## config.mk

```make
export PLATFORM = sky130hd
export DESIGN_NAME = fp_pack
export DESIGN_NICKNAME = d
export VERILOG_FILES = /design/src/rtl/fp_pack.sv
export SDC_FILE = /design/constraint.sdc
export NUM_CORES = 1
export LEC_CHECK = 0
export BUFFER_PORTS_ARGS = -buffer_cell sky130_fd_sc_hd__buf_2
export CORE_MARGIN = 1.5
export CORE_UTILIZATION = 45
export CTS_CLUSTER_SIZE = 20
export DETAILED_ROUTE_END_ITERATION = 10
export PLACE_DENSITY = 0.65
export SYNTH_ARGS = -nofsm -noshare
export SYNTH_HDL_FRONTEND = slang
export SYNTH_SLANG_ARGS = --single-unit
```

## constraint.sdc

```tcl
create_clock -name clk -period 9.9 [get_ports clk]
set_input_delay 0.99 -clock clk [delete_from_list [all_inputs] [get_ports clk]]
set_output_delay 0.99 -clock clk [all_outputs]
set_load 0.05 [all_outputs]
```

## src/rtl/fp_pack.sv

```systemverilog
// fp_pack: normalises, rounds (RNE) and packs {sign, exponent, wide mantissa} into IEEE-754 single.
// Optional macro FP_PACK_DENORM_EN produces subnormals instead of flushing tiny results to zero.
module fp_pack #(
  parameter int EXP_W = 10,
  parameter int GRS_W = 3
) (
  input  logic                    clk,
  input  logic                    reset_n,
  input  logic                    in_valid,
  output logic                    in_ready,
  input  logic                    sign,
  input  logic signed [EXP_W-1:0] exponent,
  input  logic [24+GRS_W:0]       mantissa,
  output logic                    out_valid,
  input  logic                    out_ready,
  output logic [31:0]             result,
  output logic                    overflow,
  output logic                    underflow,
  output logic                    inexact
);

  localparam int MW = 25 + GRS_W;
  // Two spare exponent bits absorb the carry-shift and rounding increments without wrapping.
  localparam int XW = EXP_W + 2;
  localparam logic signed [XW-1:0] XZERO   = '0;
  localparam logic signed [XW-1:0] XONE    = XW'(1);
  localparam logic signed [XW-1:0] EXP_SAT = XW'(255);

  typedef enum logic [1:0] {IDLE, NORM, ROUND, DONE} state_e;

  state_e                 state_q, state_d;
  logic                   sign_q, sign_d;
  logic signed [XW-1:0]   exp_q, exp_d;
  logic [MW-1:0]          mant_q, mant_d;
  logic [31:0]            result_q, result_d;
  logic                   overflow_q, overflow_d;
  logic                   underflow_q, underflow_d;
  logic                   inexact_q, inexact_d;

  logic [24:0]            rnd_sum;
  logic                   rnd_hid;
  logic                   rnd_grs;
  logic signed [XW-1:0]   rnd_exp;

  function automatic logic [MW-1:0] shr_sticky(input logic [MW-1:0] m);
    return {1'b0, m[MW-1:2], m[1] | m[0]};
  endfunction

  // {hidden, fraction} plus the RNE increment; bit 24 is the carry out of the hidden bit.
  function automatic logic [24:0] rne_sum(input logic [MW-2:0] m);
    logic inc;
    inc = m[2] & (m[1] | m[0] | m[3]);
    return {1'b0, m[MW-2:3]} + 25'(inc);
  endfunction

  // On a carry out of the hidden bit the low 23 bits are already zero.
  assign rnd_sum = rne_sum(mant_q[MW-2:0]);
  assign rnd_hid = rnd_sum[24] | rnd_sum[23];
  assign rnd_grs = |mant_q[2:0];
  assign rnd_exp = rnd_sum[24] ? exp_q + XONE : exp_q;

  always_comb begin
    state_d     = state_q;
    sign_d      = sign_q;
    exp_d       = exp_q;
    mant_d      = mant_q;
    result_d    = result_q;
    overflow_d  = overflow_q;
    underflow_d = underflow_q;
    inexact_d   = inexact_q;
    unique case (state_q)
      IDLE: begin
        if (in_valid) begin
          sign_d  = sign;
          exp_d   = {{2{exponent[EXP_W-1]}}, exponent};
          mant_d  = mantissa;
          state_d = NORM;
        end
      end
      NORM: begin
        if (mant_q == '0) begin
          result_d    = {sign_q, 31'b0};
          overflow_d  = 1'b0;
          underflow_d = 1'b0;
          inexact_d   = 1'b0;
          state_d     = DONE;
        end
`ifdef FP_PACK_DENORM_EN
        else if (exp_q < XONE) begin
          mant_d = shr_sticky(mant_q);
          exp_d  = exp_q + XONE;
        end
`endif
        else if (mant_q[MW-1]) begin
          mant_d  = shr_sticky(mant_q);
          exp_d   = exp_q + XONE;
          state_d = ROUND;
        end else if (!mant_q[MW-2] && (exp_q > XONE)) begin
          mant_d = mant_q << 1;
          exp_d  = exp_q - XONE;
        end else begin
          state_d = ROUND;
        end
      end
      ROUND: begin
        state_d     = DONE;
        overflow_d  = 1'b0;
        underflow_d = 1'b0;
        inexact_d   = rnd_grs;
        if (rnd_exp >= EXP_SAT) begin
          result_d   = {sign_q, 8'hFF, 23'b0};
          overflow_d = 1'b1;
          inexact_d  = 1'b1;
        end
`ifdef FP_PACK_DENORM_EN
        else if (!rnd_hid) begin
          result_d    = {sign_q, 8'h00, rnd_sum[22:0]};
          underflow_d = rnd_grs;
        end
`else
        else if ((rnd_exp <= XZERO) || !rnd_hid) begin
          result_d    = {sign_q, 31'b0};
          underflow_d = 1'b1;
          inexact_d   = 1'b1;
        end
`endif
        else begin
          result_d = {sign_q, rnd_exp[7:0], rnd_sum[22:0]};
        end
      end
      DONE: begin
        if (out_ready) begin
          state_d     = IDLE;
          result_d    = '0;
          overflow_d  = 1'b0;
          underflow_d = 1'b0;
          inexact_d   = 1'b0;
        end
      end
      default: state_d = IDLE;
    endcase
  end

  always_ff @(posedge clk) begin
    if (!reset_n) begin
      state_q     <= IDLE;
      result_q    <= '0;
      overflow_q  <= 1'b0;
      underflow_q <= 1'b0;
      inexact_q   <= 1'b0;
    end else begin
      state_q     <= state_d;
      result_q    <= result_d;
      overflow_q  <= overflow_d;
      underflow_q <= underflow_d;
      inexact_q   <= inexact_d;
    end
  end

  // Working datapath registers are only meaningful after a capture in IDLE.
  always_ff @(posedge clk) begin
    sign_q <= sign_d;
    exp_q  <= exp_d;
    mant_q <= mant_d;
  end

  assign in_ready  = (state_q == IDLE);
  assign out_valid = (state_q == DONE);
  assign result    = result_q;
  assign overflow  = overflow_q;
  assign underflow = underflow_q;
  assign inexact   = inexact_q;

endmodule

```

==> results.yml <==
outcome:
  status: "completed"
yosys:
  yosys.area_share.simple: 0.240
  synthCells: 584
  synth_fa_ha_area_frac: 0.0195
  synthesis.nets: 635
  synth_area_leader_cell: "edfxtp_1"
  synth_cell_types: 64
  ys_seq_area_frac: 0.384
  synth-compound-area-share: 0.202
  netlist.area_leader.share: 0.240
  ys_warn_count: 0
  synth_top_family_by_area: "simple AND/OR/NAND/NOR gates"
  ys_top_cells_by_count: "nand2_1 (63), a21oi_1 (59), nor2_1 (45)"
  synth.most_common_cell: "nand2_1"
  syn_area_mm2: 0.00513
  ys_async_sr_fraction: 0
  synth_seq_cells: 78
  synth_xor_area_frac: 0.0700
  synth_mux_area_frac: 0.0300
  synthFlopType: "edfxtp_1"
  synth_edf_count: 41
  synth_area_leaders: "edfxtp_1 (24%), dfxtp_1 (14%), a21oi_1 (5.8%)"
  avgSynthCellArea_um2: 8.78
sta:
  setup_viol: 0
  hold_slack_ns: 0.445
  tightest_slew_ns: 1.09
  final-hold-violation-count: 0
  slew_violations: 0
  period_minus_slack_ns: 3.74
  max_freq_ghz: 0.267
  fin_crit_sh: 0.378
  relSlewSlack: 0.271
  fin_tns_setup_ns: 0
  skew_ns: 0.00857
  rsz0062_at_grt: "no"
power_and_ir_drop:
  p_clk_frac: 0.163
  power.share.combinational: 0.452
  cellLeakagePower_uw: 0.00209
  p_switching_uw: 892
  pwr-share-seq: 0.386
  p_per_area_mw_per_mm2: 328
  netSwitchingFraction: 0.470
  vdd_drop_max_uv: 270
  intPower_uw: 1010
worst_setup_path:
  critPathCaptureType: "register"
  worst_ep_arrival_time_ns: 3.90
  cp_max_fo: 25
  cp_common_cell: "o21ai_0"
  cp_slowest_cell: "a32o_1"
  critPathLaunchType: "register"
  path_cells: "nand3_1 > nor4_1 > a31oi_1 > mux2_2 > o21ai_0 > a32o_1 > o21ai_0"
  crit_family: "compound AO/OA/AOI/OAI gates"
  slowest_delay_ns: 0.91
  setup.worst_path.class: "reg2reg"
  crit_buf_inv: 0
  cp.required_ns: 10.07
cells_and_area:
  fillers: 1042
  diodes: 0
  final_area_mm2: 0.00579
  nets: 677
  drive_gt1_frac: 0.208
  syn_to_final_growth_pct: 12.8
detailed_routing:
  drt_pre_antenna_iters: 5
  drc: 0
  finalWirelength_mm: 12.6
  avgViaCountPerCell: 5.78
  drt-initial-drc-count: 429
  ant_nets: 0
  num_vias: 4455
  detail_route.wl_per_cell_um: 16.4
placement:
  port_buffers: 79
  placed_area_mm2: 0.00551
  place.detailed.hpwl_mm: 9.26
  gp_congestion: 0.946
floorplanning:
  fp.coreArea_mm2: 0.0110
  ios: 80
  dieWidth_um: 110
  dieArea_mm2: 0.0120
  initial_core_util: 0.467
  die-height_um: 110
  fp-row-count: 38
cts:
  cts_tree: "yes"
  cts_setup_buffers: 0
  root_buffer: "clkbuf_16"
  htree_levels: 3
  cts_made_buffers: 9
  clk_pin_slew_ns: 0.06
  clkSinkCount: 78
  cts_hold_buf: 0
  cts_resized: 0
  cts_buffer_depth: 2
  clock_latency_ns: 0.34
run:
  maxCapViolations: 0
global_route:
  grt_pass1_wl_mm: 20.2
  grt_max_degree: 75
  overflow: 0
  grt_use_total: 0.215
  grt_pass1_vias: 3979
  antenna_found_initial: 0
hold_path:
  hold_path_class: "reg2reg"
## metal layers
metal | track usage | part of all wire | vias up
met4 | 0.0742 | 0.012 | 0
met2 | 0.298 | 0.42 | 131
li1 | - | - | 2246
met5 | 0 | 0 | -
met3 | 0.0243 | 0.052 | 10
met1 | 0.339 | 0.51 | 2068
## registers in the layout, summed over array words and instances (netlist names)
name and cells:
underflow 1, result 32, inexact 1, mant_q 28, exp_q 12, overflow 1
state_q 2, sign_q 1
## worst min-delay path, cell delays in order, from the launching register on
cell,delay [ns]
dfxtp_1,0.32
nand2_1,0.05
o31ai_1,0.05
## cells in the final DEF, fill, tap and decap left out, types with 14 or more instances in the layout
cell type  count
a21oi_1       59
buf_2         79
dfxtp_1       37
edfxtp_1      41
nand2_1       63
nand3_1       16
nand4_1       19
nor2_1        45
nor3b_1       26
o21ai_0       15
xnor2_1       27
xor2_1        14
## power groups by stage
stage / combinational (µW) / sequential, µW / clock [µW]
floorplan: 744 / 647 / 0
finish: 857 / 731 / 309
CTS: 859 / 723 / 313
global placement: 848 / 723 / 0
global route: 948 / 754 / 326
detailed placement: 856 / 729 / 0
## cell type report
type / count / area, µm² / share of cell area
clock inverter: 3 / 17.5 / 0.00303
tap: 140 / 175 / 0.0303
inverter: 12 / 45.0 / 0.00779
multi-input combinational: 442 / 2890 / 0.499
sequential: 78 / 1970 / 0.341
timing repair buffer: 83 / 425 / 0.0735
clock buffer: 13 / 262 / 0.0452
## through the flow
step / total power [µW] / worst slack [ns] / util / std cells
finish: 1900 / 6.16 / 0.527 / 771
global route: 2030 / 5.83 / 0.527 / 771
CTS: 1890 / 6.16 / 0.527 / 771
detailed placement: 1580 / 6.19 / 0.501 / 755
global placement: 1570 / 6.39 / 0.501 / 755
floorplan: 1390 / 6.70 / - / 584
## logic make-up (layout without fill, tap and decap cells)
kind of cell / count (synthesis) / in the layout
and+or+nand+nor: 230 / 230
muxes: 14 / 14
AOI/OAI and AO/OA: 149 / 149
DFF: 78 / 78
buffers and inverters: 64 / 111
adders and majority gates: 8 / 8
xor gates and xnor gates: 41 / 41
## path summary, 6_finish.rpt
path	from	endpoint	slack, ns	cells past startpoint
max	exp_q[3]	result[19]	6.16	7
min reg2reg	result[6]	result[6]	0.45	2
max reg2reg	exp_q[3]	result[19]	6.16	7
min	result[6]	result[6]	0.45	2
(Power assumes the default switching activity.)
